==> config.mk <==
export PLATFORM = sky130hd
export DESIGN_NAME = hr_xfer_fifo
export DESIGN_NICKNAME = d
export VERILOG_FILES = /design/src/rtl/hr_xfer_fifo.sv
export SDC_FILE = /design/constraint.sdc
export NUM_CORES = 1
export LEC_CHECK = 0
export ABC_AREA = 1
export CORE_MARGIN = 2
export CORE_UTILIZATION = 55
export DETAILED_ROUTE_END_ITERATION = 16
export PLACE_DENSITY = 0.86
export SLEW_MARGIN = 20
export SYNTH_ARGS = -nofsm -noshare
export SYNTH_HDL_FRONTEND = slang
export SYNTH_SLANG_ARGS = --single-unit
==> constraint.sdc <==
create_clock -name clk -period 12.8 [get_ports clk]
set_input_delay 1.28 -clock clk [delete_from_list [all_inputs] [get_ports clk]]
set_output_delay 1.28 -clock clk [all_outputs]
set_load 0.01 [all_outputs]
==> src/rtl/hr_xfer_fifo.sv <==
// Per-port transfer buffer between a hierarchical-ring bridge and its ring: circular FIFO
// with occupancy, sticky error flags and optional stats (enable with HR_XFER_FIFO_STATS_EN).
module hr_xfer_fifo #(
   parameter int DATA_W       = 144,
   parameter int DEPTH        = 4,
   parameter int AW           = 2,
   parameter int BFULL_MARGIN = 0
) (
   input  logic              clk,
   input  logic              rst,
   input  logic              enQ_i,
   input  logic [DATA_W-1:0] FIFO_i,
   input  logic              deQ_i,
   output logic [DATA_W-1:0] FIFO_o,
   output logic              bfull_o,
   output logic [AW:0]       count_o,
   output logic              ovf_o,
   output logic              udf_o,
   output logic [AW:0]       peak_o,
   output logic [31:0]       flits_o
);

   localparam logic [AW:0] DEPTH_C = (AW+1)'(DEPTH);
   localparam int          THRESH  = DEPTH - BFULL_MARGIN;

   logic [DATA_W-1:0] mem [DEPTH];
   logic [AW-1:0]     rd_ptr, wr_ptr;
   logic [AW:0]       count, count_nxt;
   logic              pop_eff, push_acc;

   // A pop frees a slot in the same cycle, so a full FIFO can still accept a push alongside it.
   assign pop_eff  = deQ_i && (count != '0);
   assign push_acc = enQ_i && ((count < DEPTH_C) || pop_eff);

   always_comb begin
      count_nxt = count;
      if (push_acc && !pop_eff)
         count_nxt = count + (AW+1)'(1);
      else if (!push_acc && pop_eff)
         count_nxt = count - (AW+1)'(1);
   end

   always_ff @(posedge clk or negedge rst) begin
      if (!rst) begin
         rd_ptr <= '0;
         wr_ptr <= '0;
         count  <= '0;
         ovf_o  <= 1'b0;
         udf_o  <= 1'b0;
      end else begin
         if (push_acc) wr_ptr <= wr_ptr + AW'(1);
         if (pop_eff)  rd_ptr <= rd_ptr + AW'(1);
         count <= count_nxt;
         if (enQ_i && !push_acc)       ovf_o <= 1'b1;
         if (deQ_i && (count == '0))   udf_o <= 1'b1;
      end
   end

   always_ff @(posedge clk) begin
      if (push_acc) mem[wr_ptr] <= FIFO_i;
   end

   // Zero head means idle to the bridge; no bypass, so a push shows up one cycle later.
   assign FIFO_o  = (count == '0) ? '0 : mem[rd_ptr];
   assign bfull_o = (int'(count) >= THRESH);
   assign count_o = count;

`ifdef HR_XFER_FIFO_STATS_EN
   logic [AW:0] peak;
   logic [31:0] flits;

   always_ff @(posedge clk or negedge rst) begin
      if (!rst) begin
         peak  <= '0;
         flits <= '0;
      end else begin
         if (count_nxt > peak) peak <= count_nxt;
         if (push_acc && (flits != 32'hFFFF_FFFF)) flits <= flits + 32'd1;
      end
   end

   assign peak_o  = peak;
   assign flits_o = flits;
`else
   assign peak_o  = '0;
   assign flits_o = '0;
`endif

endmodule
==> results of run 1 <==
cell usage after synthesis (2+ instances only):
| master | instances | share of area [%] |
|---|---|---|
| buf_2 | 70 | 1.4 |
| inv_1 | 588 | 8.8 |
| inv_2 | 3 | 0.045 |
| nand3_1 | 290 | 5.8 |
| nor2_1 | 5 | 0.075 |
| a21oi_2 | 7 | 0.24 |
| nand2_1 | 588 | 8.8 |
| ha_1 | 5 | 0.25 |
| buf_4 | 38 | 1.1 |
| edfxtp_1 | 576 | 69 |
| buf_1 | 2 | 0.030 |
| dfrtp_1 | 9 | 0.90 |
| o21ai_0 | 2 | 0.040 |
| a21oi_1 | 137 | 2.7 |
| xnor2_1 | 2 | 0.070 |
| clkbuf_1 | 34 | 0.51 |
kinds of logic (layout without fill, tap and decap cells):
| logic type | count (synthesis) | after routing | synth area share, % |
|---|---|---|---|
| xor+xnor | 3 | 3 | 0.1047 |
| fa+ha+maj | 6 | 6 | 0.3290 |
| other cells | 1 | 37 | 0.01494 |
| compound gates | 149 | 149 | 3.101 |
| flops | 585 | 585 | 69.81 |
| buf+inv | 736 | 1006 | 11.94 |
| simple gates | 885 | 885 | 14.70 |
metal layers:
metal	vias to the layer above	track usage, %	routed length (um)	share of wire, %
met2	837	41.31	29190	50
met5	-	0	25	0.043
met3	115	5.119	5112	8.7
met1	8199	31.71	22830	39
met4	4	7.877	1546	2.6
li1	7951	-	-	-
layout by cell type, fill, tap and decap left out, types with 3 or more instances in the layout:
| cell type | netlist | final |
|---|---|---|
| clkbuf_16 | 0 | 57 |
| a21oi_2 | 7 | 7 |
| inv_1 | 588 | 588 |
| nor2_4 | 0 | 4 |
| a21oi_1 | 137 | 137 |
| buf_6 | 0 | 3 |
| clkinv_1 | 0 | 11 |
| buf_4 | 38 | 13 |
| ha_1 | 5 | 5 |
| dfrtp_1 | 9 | 7 |
| clkdlybuf4s50_1 | 0 | 297 |
| edfxtp_1 | 576 | 576 |
| conb_1 | 1 | 35 |
| nand2_1 | 588 | 588 |
| clkinv_2 | 0 | 7 |
| nand3_1 | 290 | 290 |
| clkbuf_1 | 34 | 18 |
state kept, by name, summed over array words and instances (netlist names):
register and count:
count_o 3, mem 576, ovf_o 1, rd_ptr 2, udf_o 1, wr_ptr 2
report_power, final:
group	total [W]	internal (W)	switching (W)	leakage (nW)
clock network	0.00153	0.000866	0.000665	0.820
logic	0.00286	0.00115	0.00171	6.70
registers	0.00260	0.00248	0.000122	5.37
metrics by stage:
stage	utilization [%]	hold WS, ns	setup WS (ns)	area [um^2]	instances
after CTS	66.52	0.4868	6.718	30060	3268
after floorplan	-	0.5117	4.721	25230	2399
after detailed placement	62.79	0.4616	7.378	28370	3168
after global routing	66.60	0.5116	6.755	30090	3270
after global placement	62.72	0.4672	7.487	28340	3167
final	66.61	0.4826	6.954	30100	3271
layout make-up:
class / count / area share [%]
diodes: 2 / 0.01663
clock buffers: 77 / 5.055
clock inverters: 23 / 0.5363
inverters: 591 / 7.412
multi-input cells: 1078 / 15.74
flip-flops and latches: 585 / 58.24
well taps: 600 / 2.494
repair buffers: 315 / 10.50
worst paths after layout:
| check | from | end | cells after the start |
|---|---|---|---|
| max in group asynchronous | rst | rd_ptr[1] | 1 |
| worst min register to register | ovf_o | ovf_o | 1 |
| worst max register to register | count_o[2] | mem[0][0] | 5 |
| worst min-delay path | ovf_o | ovf_o | 1 |
| min in group asynchronous | rst | udf_o | 1 |
| worst max-delay path | rd_ptr[0] | FIFO_o[29] | 7 |
==> run summary, run 1 <==
Starting Density - 55.55%
Drt initial violations - 1957
Rel. slew slack - 27.58%
Clk sinks - 585
Cell area after synthesis - 25100 um^2
Gr usage total - 24.43%
CTS tree - yes
Number of synthesized flops with an enable pin - 576
Post-DP HPWL - 33630 um
Initial antenna violation count - 4
Crit-path slowest cell - buf_4
Total die area - 47360 um^2
Worst Path Arrival - 4.57 ns
Cell variety after synth - 25
Die height - 217.6 um
FF+latch area - 17530 um^2
WL/cell - 17.95 um
Nets - 2781
Via density - 5.230
R2R Setup Slk - 9.71 ns
Clk buf depth - 3
First drt pass iteration count - 5
PostCTS Resize Cnt - 0
Worst-Skew Late Latency - 0.59 ns
Post-synth top flop - edfxtp_1
Fmax - 171.0 MHz
IO Count - 333
GP Congestion - 0.8025
Synth Warn # - 0
Vias in the first global route - 16913
Setup crit start kind - flip-flop
Multi-input logic area - 4738 um^2
Share of post-route cells with drive strength above 1 - 4.009%
Largest net degree at the start of global routing - 179
Measured slew at the worst slew-check pin - 1.086 ns
Ys async rst share - 1.538%
Final Setup Violations - 0
Post-route DRC violation count - 0
Layout fillers - 3102
Cells after synthesis - 2365
Synthesis-stage register bit count - 585
Hold Path Class - flip-flop to flip-flop
H-Tree Depth - 2
Fin Setup TNS - 0 ns
DRT Wirelength - 58710 um
Vias - 17106
Pwr Density - 232.3 nW/um^2
Critical path, cell by cell - buf_4 -> buf_6 -> buf_4 -> nand2_1 -> nand3_1 -> a21oi_1 -> clkdlybuf4s50_1
Core area - 45190 um^2
Worst path most repeated cell - buf_4
Critical path peak fanout - 111
CTS buffer count - 56
Chip width - 217.6 um
First-pass GRT wire length - 89420 um
Design Power - 0.006993 W
Fin. Hold Viols - 0
Clock skew - 0.01467 ns
Max incr delay on CP - 0.84 ns
Row cnt - 78
Slew Viols, Final - 0
Final ANT Viol Nets - 0
Seq/Total Area, Yosys - 69.81%
Unrepaired setup endpoints after global routing - false
Grt ovf - 0
CP Class - flip-flop to output pin
Fin crit share - 45.68%
Syn-to-layout area delta - 19.91%
Setup repair bufs after CTS - 0
Buf/Inv on CP - 4
VDD IR-drop max - 0.2359 mV
Post-cts hold buffer count - 0
Required @ worst endpoint - 11.52 ns
Minimum clock period - 5.846 ns
CP endpoint kind - output pin
Mapped Avg Cell Area - 10.61 um^2
Clock tree root driver cell - clkbuf_16
CTS clk-pin slew, worst paths - 0.06 ns
MaxCap Viol Count - 0
Pleak - 12.89 nW
Largest delay share family, worst path - buffers and inverters
Port bufs - 297
Status - complete, no violations
Power figures use the tool's default switching activity.
==> run 2: changes to the inputs <==
Settings changed: CORE_UTILIZATION 55 to 50, PLACE_DENSITY 0.86 to 0.82.
Clock period 12.8 ns to 5.2 ns, I/O delays scaled along.
==> run 2 against run 1 <==
Clock skew is 0.0010 ns lower; sequential share of layout area is 0.48 points lower; register-to-register slack worse by 7.0 ns.
==> run summary, run 2 (synthesis results as in run 1) <==
CP endpoint kind - output pin
Most flops, register - mem
Core area - 49860 um^2
Total die area - 52010 um^2
CTS tree - yes
Clock tree root driver cell - clkbuf_16
Final ANT Viol Nets - 0
Port bufs - 297
Post-route setup slack - 1.116 ns
Max reg flops - 576
Final cell count without fillers - 3345
Pleak - 12.94 nW
Hold Path Class - input pin to async pin
Crit path launch - rd_ptr[0]
Critical path peak fanout - 106
Final core occ - 60.86%
Gr usage total - 21.61%
Initial antenna violation count - 6
Row cnt - 82
First-pass GRT wire length - 88800 um
Grt ovf - 0
Comb pwr share - 40.8%
Pwr Density - 571.5 nW/um^2
Hold Slack - 0.2151 ns
Fin crit share - 78.54%
GP Congestion - 0.7951
MaxCap Viol Count - 0
Post-cts hold buffer count - 0
IO Count - 333
Place WS - 1.719 ns
Setup crit start kind - flip-flop
DRT Wirelength - 56840 um
Sequential Power Share - 36.7%
DP Cell Count - 3238
Reg-to-Reg Start - count_o[2]
Worst Path Arrival - 3.56 ns
PostCTS Resize Cnt - 0
Worst-Skew Late Latency - 0.60 ns
Vias in the first global route - 17228
CP Class - flip-flop to output pin
R2R depth - 8
Fin Setup TNS - 0 ns
VDD IR-drop max - 0.4632 mV
Most frequent cells in the layout - inv_1 (588), nand2_1 (588), edfxtp_1 (576)
Fin. Hold Viols - 0
Internal - 0.01120 W
Starting Density - 50.34%
Setup repair bufs after CTS - 0
Post-route DRC violation count - 0
Slew Viols, Final - 0
Clk buf depth - 3
Syn-to-layout area delta - 20.91%
Sw Ratio - 35.43%
Fmax - 244.8 MHz
First drt pass iteration count - 5
CTS buffer count - 58
Clock skew - 0.01365 ns
Vias - 16724
R2R Setup Slk - 2.68 ns
Required @ worst endpoint - 4.68 ns
Final Setup Violations - 0
Via density - 5.000
Die height - 228.1 um
Measured slew at the worst slew-check pin - 1.118 ns
Chip width - 228.1 um
Post-DP HPWL - 31670 um
RR Endpoint - count_o[1]
Share of post-route cells with drive strength above 1 - 4.121%
Minimum clock period - 4.084 ns
Rel. slew slack - 25.46%
H-Tree Depth - 2
Clk sinks - 585
WL/cell - 16.99 um
Clock share of power - 22.6%
CTS clk-pin slew, worst paths - 0.06 ns
Largest net degree at the start of global routing - 188
Status - complete, no violations
Nets - 2781
Unrepaired setup endpoints after global routing - false
Drt initial violations - 1389
Switch Pwr - 0.006145 W
[run 2: cell count changes in the layout (fill, tap and decap cells not counted), sizes merged]
cell / previous run / this run
buf: 18 / 16
clkbuf: 77 / 75
clkinv: 18 / 22
clkinvlp: 1 / 2
diode: 2 / 4
inv: 593 / 592
[run 2: layer usage]
layer	part of all wire [%]	GRT usage [%]	up-vias
met5	0.053	0	-
met4	2.9	8.517	4
met3	7.2	4.638	117
met2	51	38.25	645
met1	38	25.78	8007
li1	-	-	7951
[run 2: metrics by stage]
step	instance area (um^2)	total power [W]
2_1_floorplan	25230	0.01035
3_3_place_gp	28540	0.01330
3_5_place_dp	28540	0.01351
4_1_cts	30310	0.01745
5_1_grt	30350	0.01823
6_report	30350	0.01734
[run 2: critical path, cell delays in order (launching register included)]
cell and delay, ns:
dfrtp_4 0.71, inv_8 0.52, buf_16 0.35, buf_4 0.45, nand2_1 0.11, nand3_1 0.12
a21oi_1 0.10, clkdlybuf4s50_1 0.50
[run 2: area by class of cell]
class	instances	area, um^2
Antenna cell	4	10.01
Clock buffer	75	1579
Clock inverter	27	193.9
Fill cell	3764	19520
Inverter	591	2231
Multi-Input combinational cell	1078	4738
Sequential cell	585	17530
Tap cell	672	840.8
Timing Repair Buffer	313	3226
[run 2: worst max-delay path by stage]
stage,end,depth (start not counted),slack (ns)
floorplan,mem[0][0],3,-2.14
global placement,FIFO_o[14],6,1.79
detailed placement,FIFO_o[14],6,1.72
CTS,FIFO_o[18],6,1.05
global route,FIFO_o[28],7,0.86
finish,FIFO_o[18],7,1.12
[run 2: power by group through the flow]
stage	Clock, W	Combinational (W)	Sequential (W)
final	0.00391	0.00707	0.00636
after global routing	0.00414	0.00765	0.00643
after CTS	0.00397	0.00711	0.00636
after detailed placement	0	0.00705	0.00646
after global placement	0	0.00688	0.00641
after floorplan	0	0.00383	0.00652
==> run 3: changes to the inputs <==
Clock period 5.2 ns to 3.55 ns, I/O delays scaled along.
==> run 3 against run 2 <==
First-iteration DRC count shrank 14%; critical path depth shrank 2; sequential share of layout area shrank 0.64 points; sequential cell count is the same; setup slack lost 0.99 ns; sequential power grew 46%; wire length grew 3.0%; clock skew grew 0.0056 ns; worst hold slack lost 0.17 ns; count of clock-buffer cells in the layout shrank 8; die area is the same; total power grew 50%; critical path type unchanged; critical endpoint is now FIFO_o[7].
==> run summary, run 3 (synthesis results as in run 1) <==
First drt pass iteration count - 5
Vias in the first global route - 17413
Sequential Power Share - 35.7%
Layout fillers - 3725
Share of post-route cells with drive strength above 1 - 5.275%
Core area - 49860 um^2
CTS tree - yes
Most frequent cells in the layout - inv_1 (588), nand2_1 (588), edfxtp_1 (576)
Clk buf depth - 3
Final ANT Viol Nets - 0
Drt initial violations - 1195
Initial antenna violation count - 10
Comb pwr share - 40.8%
First-pass GRT wire length - 91160 um
Slew Viols, Final - 0
Largest net degree at the start of global routing - 192
Via density - 5.039
VDD IR-drop max - 0.8002 mV
Pleak - 13.10 nW
Sw Ratio - 35.53%
Hold Path Class - input pin to async pin
CTS buffer count - 59
Setup crit start kind - flip-flop
Post-cts hold buffer count - 0
Crit path launch - rd_ptr[1]
Fmax - 292.0 MHz
R2R depth - 11
Worst-Skew Late Latency - 0.62 ns
CP endpoint kind - output pin
Final core occ - 61.54%
RR Endpoint - count_o[2]
Post-route DRC violation count - 0
Worst Setup EP - FIFO_o[7]
Fin crit share - 96.47%
Post-DP HPWL - 33240 um
Switch Pwr - 0.009246 W
Max reg flops - 576
Final cell count without fillers - 3372
DP Cell Count - 3252
R2R Setup Slk - 0.97 ns
IO Count - 333
Fin. Hold Viols - 0
Unrepaired setup endpoints after global routing - false
Most flops, register - mem
Design Power - 0.02602 W
Vias - 16991
Nets - 2795
Final Setup Violations - 0
H-Tree Depth - 2
GP Congestion - 0.7818
Pwr Density - 848.0 nW/um^2
FF+latch area - 17530 um^2
CP Class - flip-flop to output pin
MaxCap Viol Count - 0
Reg-to-Reg Start - count_o[2]
Starting Density - 50.34%
Chip width - 228.1 um
Worst Path Arrival - 3.07 ns
Internal - 0.01678 W
Clock tree root driver cell - clkbuf_16
Syn-to-layout area delta - 22.26%
Row cnt - 82
Critical path peak fanout - 57
Setup repair bufs after CTS - 0
Die height - 228.1 um
Clock share of power - 23.5%
Rel. slew slack - 37.05%
Required @ worst endpoint - 3.19 ns
CTS clk-pin slew, worst paths - 0.07 ns
Port bufs - 297
Grt ovf - 0
Clk sinks - 585
WL/cell - 17.35 um
Fin Setup TNS - 0 ns
Clock skew - 0.01928 ns
DRT Wirelength - 58520 um
Multi-input logic area - 4738 um^2
Place WS - 0.6718 ns
Total die area - 52010 um^2
Post-route setup slack - 0.1253 ns
Gr usage total - 22.26%
Minimum clock period - 3.425 ns
Measured slew at the worst slew-check pin - 0.9380 ns
Status - complete, no violations
[run 3: worst min-delay path by stage]
| stage | from | endpoint | slack [ns] | depth (start not counted) |
|---|---|---|---|---|
| CTS | rst | count_o[1] | 0.02 | 1 |
| finish | rst | count_o[0] | 0.05 | 1 |
| floorplan | rst | count_o[0] | 0.06 | 0 |
| global route | rst | rd_ptr[1] | 0.06 | 1 |
| global placement | ovf_o | ovf_o | 0.46 | 1 |
| detailed placement | udf_o | udf_o | 0.47 | 1 |
[run 3: layout make-up]
type,count,share of cell area (%)
Antenna cell,8,0.06524
Inverter,591,7.278
Clock inverter,45,1.329
Sequential cell,585,57.12
Tap cell,672,2.740
Timing Repair Buffer,326,11.11
Clock buffer,67,4.909
Multi-Input combinational cell,1078,15.44
[run 3: critical path: stages (launching register included)]
cell             delay [ns]
dfrtp_4                0.70
inv_6                  0.28
buf_12                 0.32
nand3_1                0.13
a21oi_1                0.32
clkdlybuf4s50_1        0.61
[run 3: power groups by stage]
stage / Clock, W / Combinational, W / Sequential, W
after CTS: 0.00620 / 0.0107 / 0.00929
after global routing: 0.00649 / 0.0115 / 0.00937
after detailed placement: 0 / 0.0106 / 0.00943
final: 0.00611 / 0.0106 / 0.00929
after floorplan: 0 / 0.00562 / 0.00942
after global placement: 0 / 0.0103 / 0.00936
[run 3: routing by layer]
layer,global-route usage (%),up-vias,routed length (um)
li1,-,7996,-
met1,26.66,8149,22310
met3,5.325,154,4470
met5,0,-,41
met2,38.41,686,29470
met4,9.702,6,2226
[run 3: repair_timing]
action,in CTS,in global routing
gates resized for setup,0,1
endpoints found under the hold margin,0,0
setup endpoints to repair,0,2
[run 3: per-stage QoR]
stage                     cell area (um^2)  hold slack, ns
after floorplan                      25240         0.05941
after detailed placement             28750          0.4651
after global placement               28750          0.4600
final                                30690         0.04520
after CTS                            30660         0.01577
after global routing                 30680         0.05639
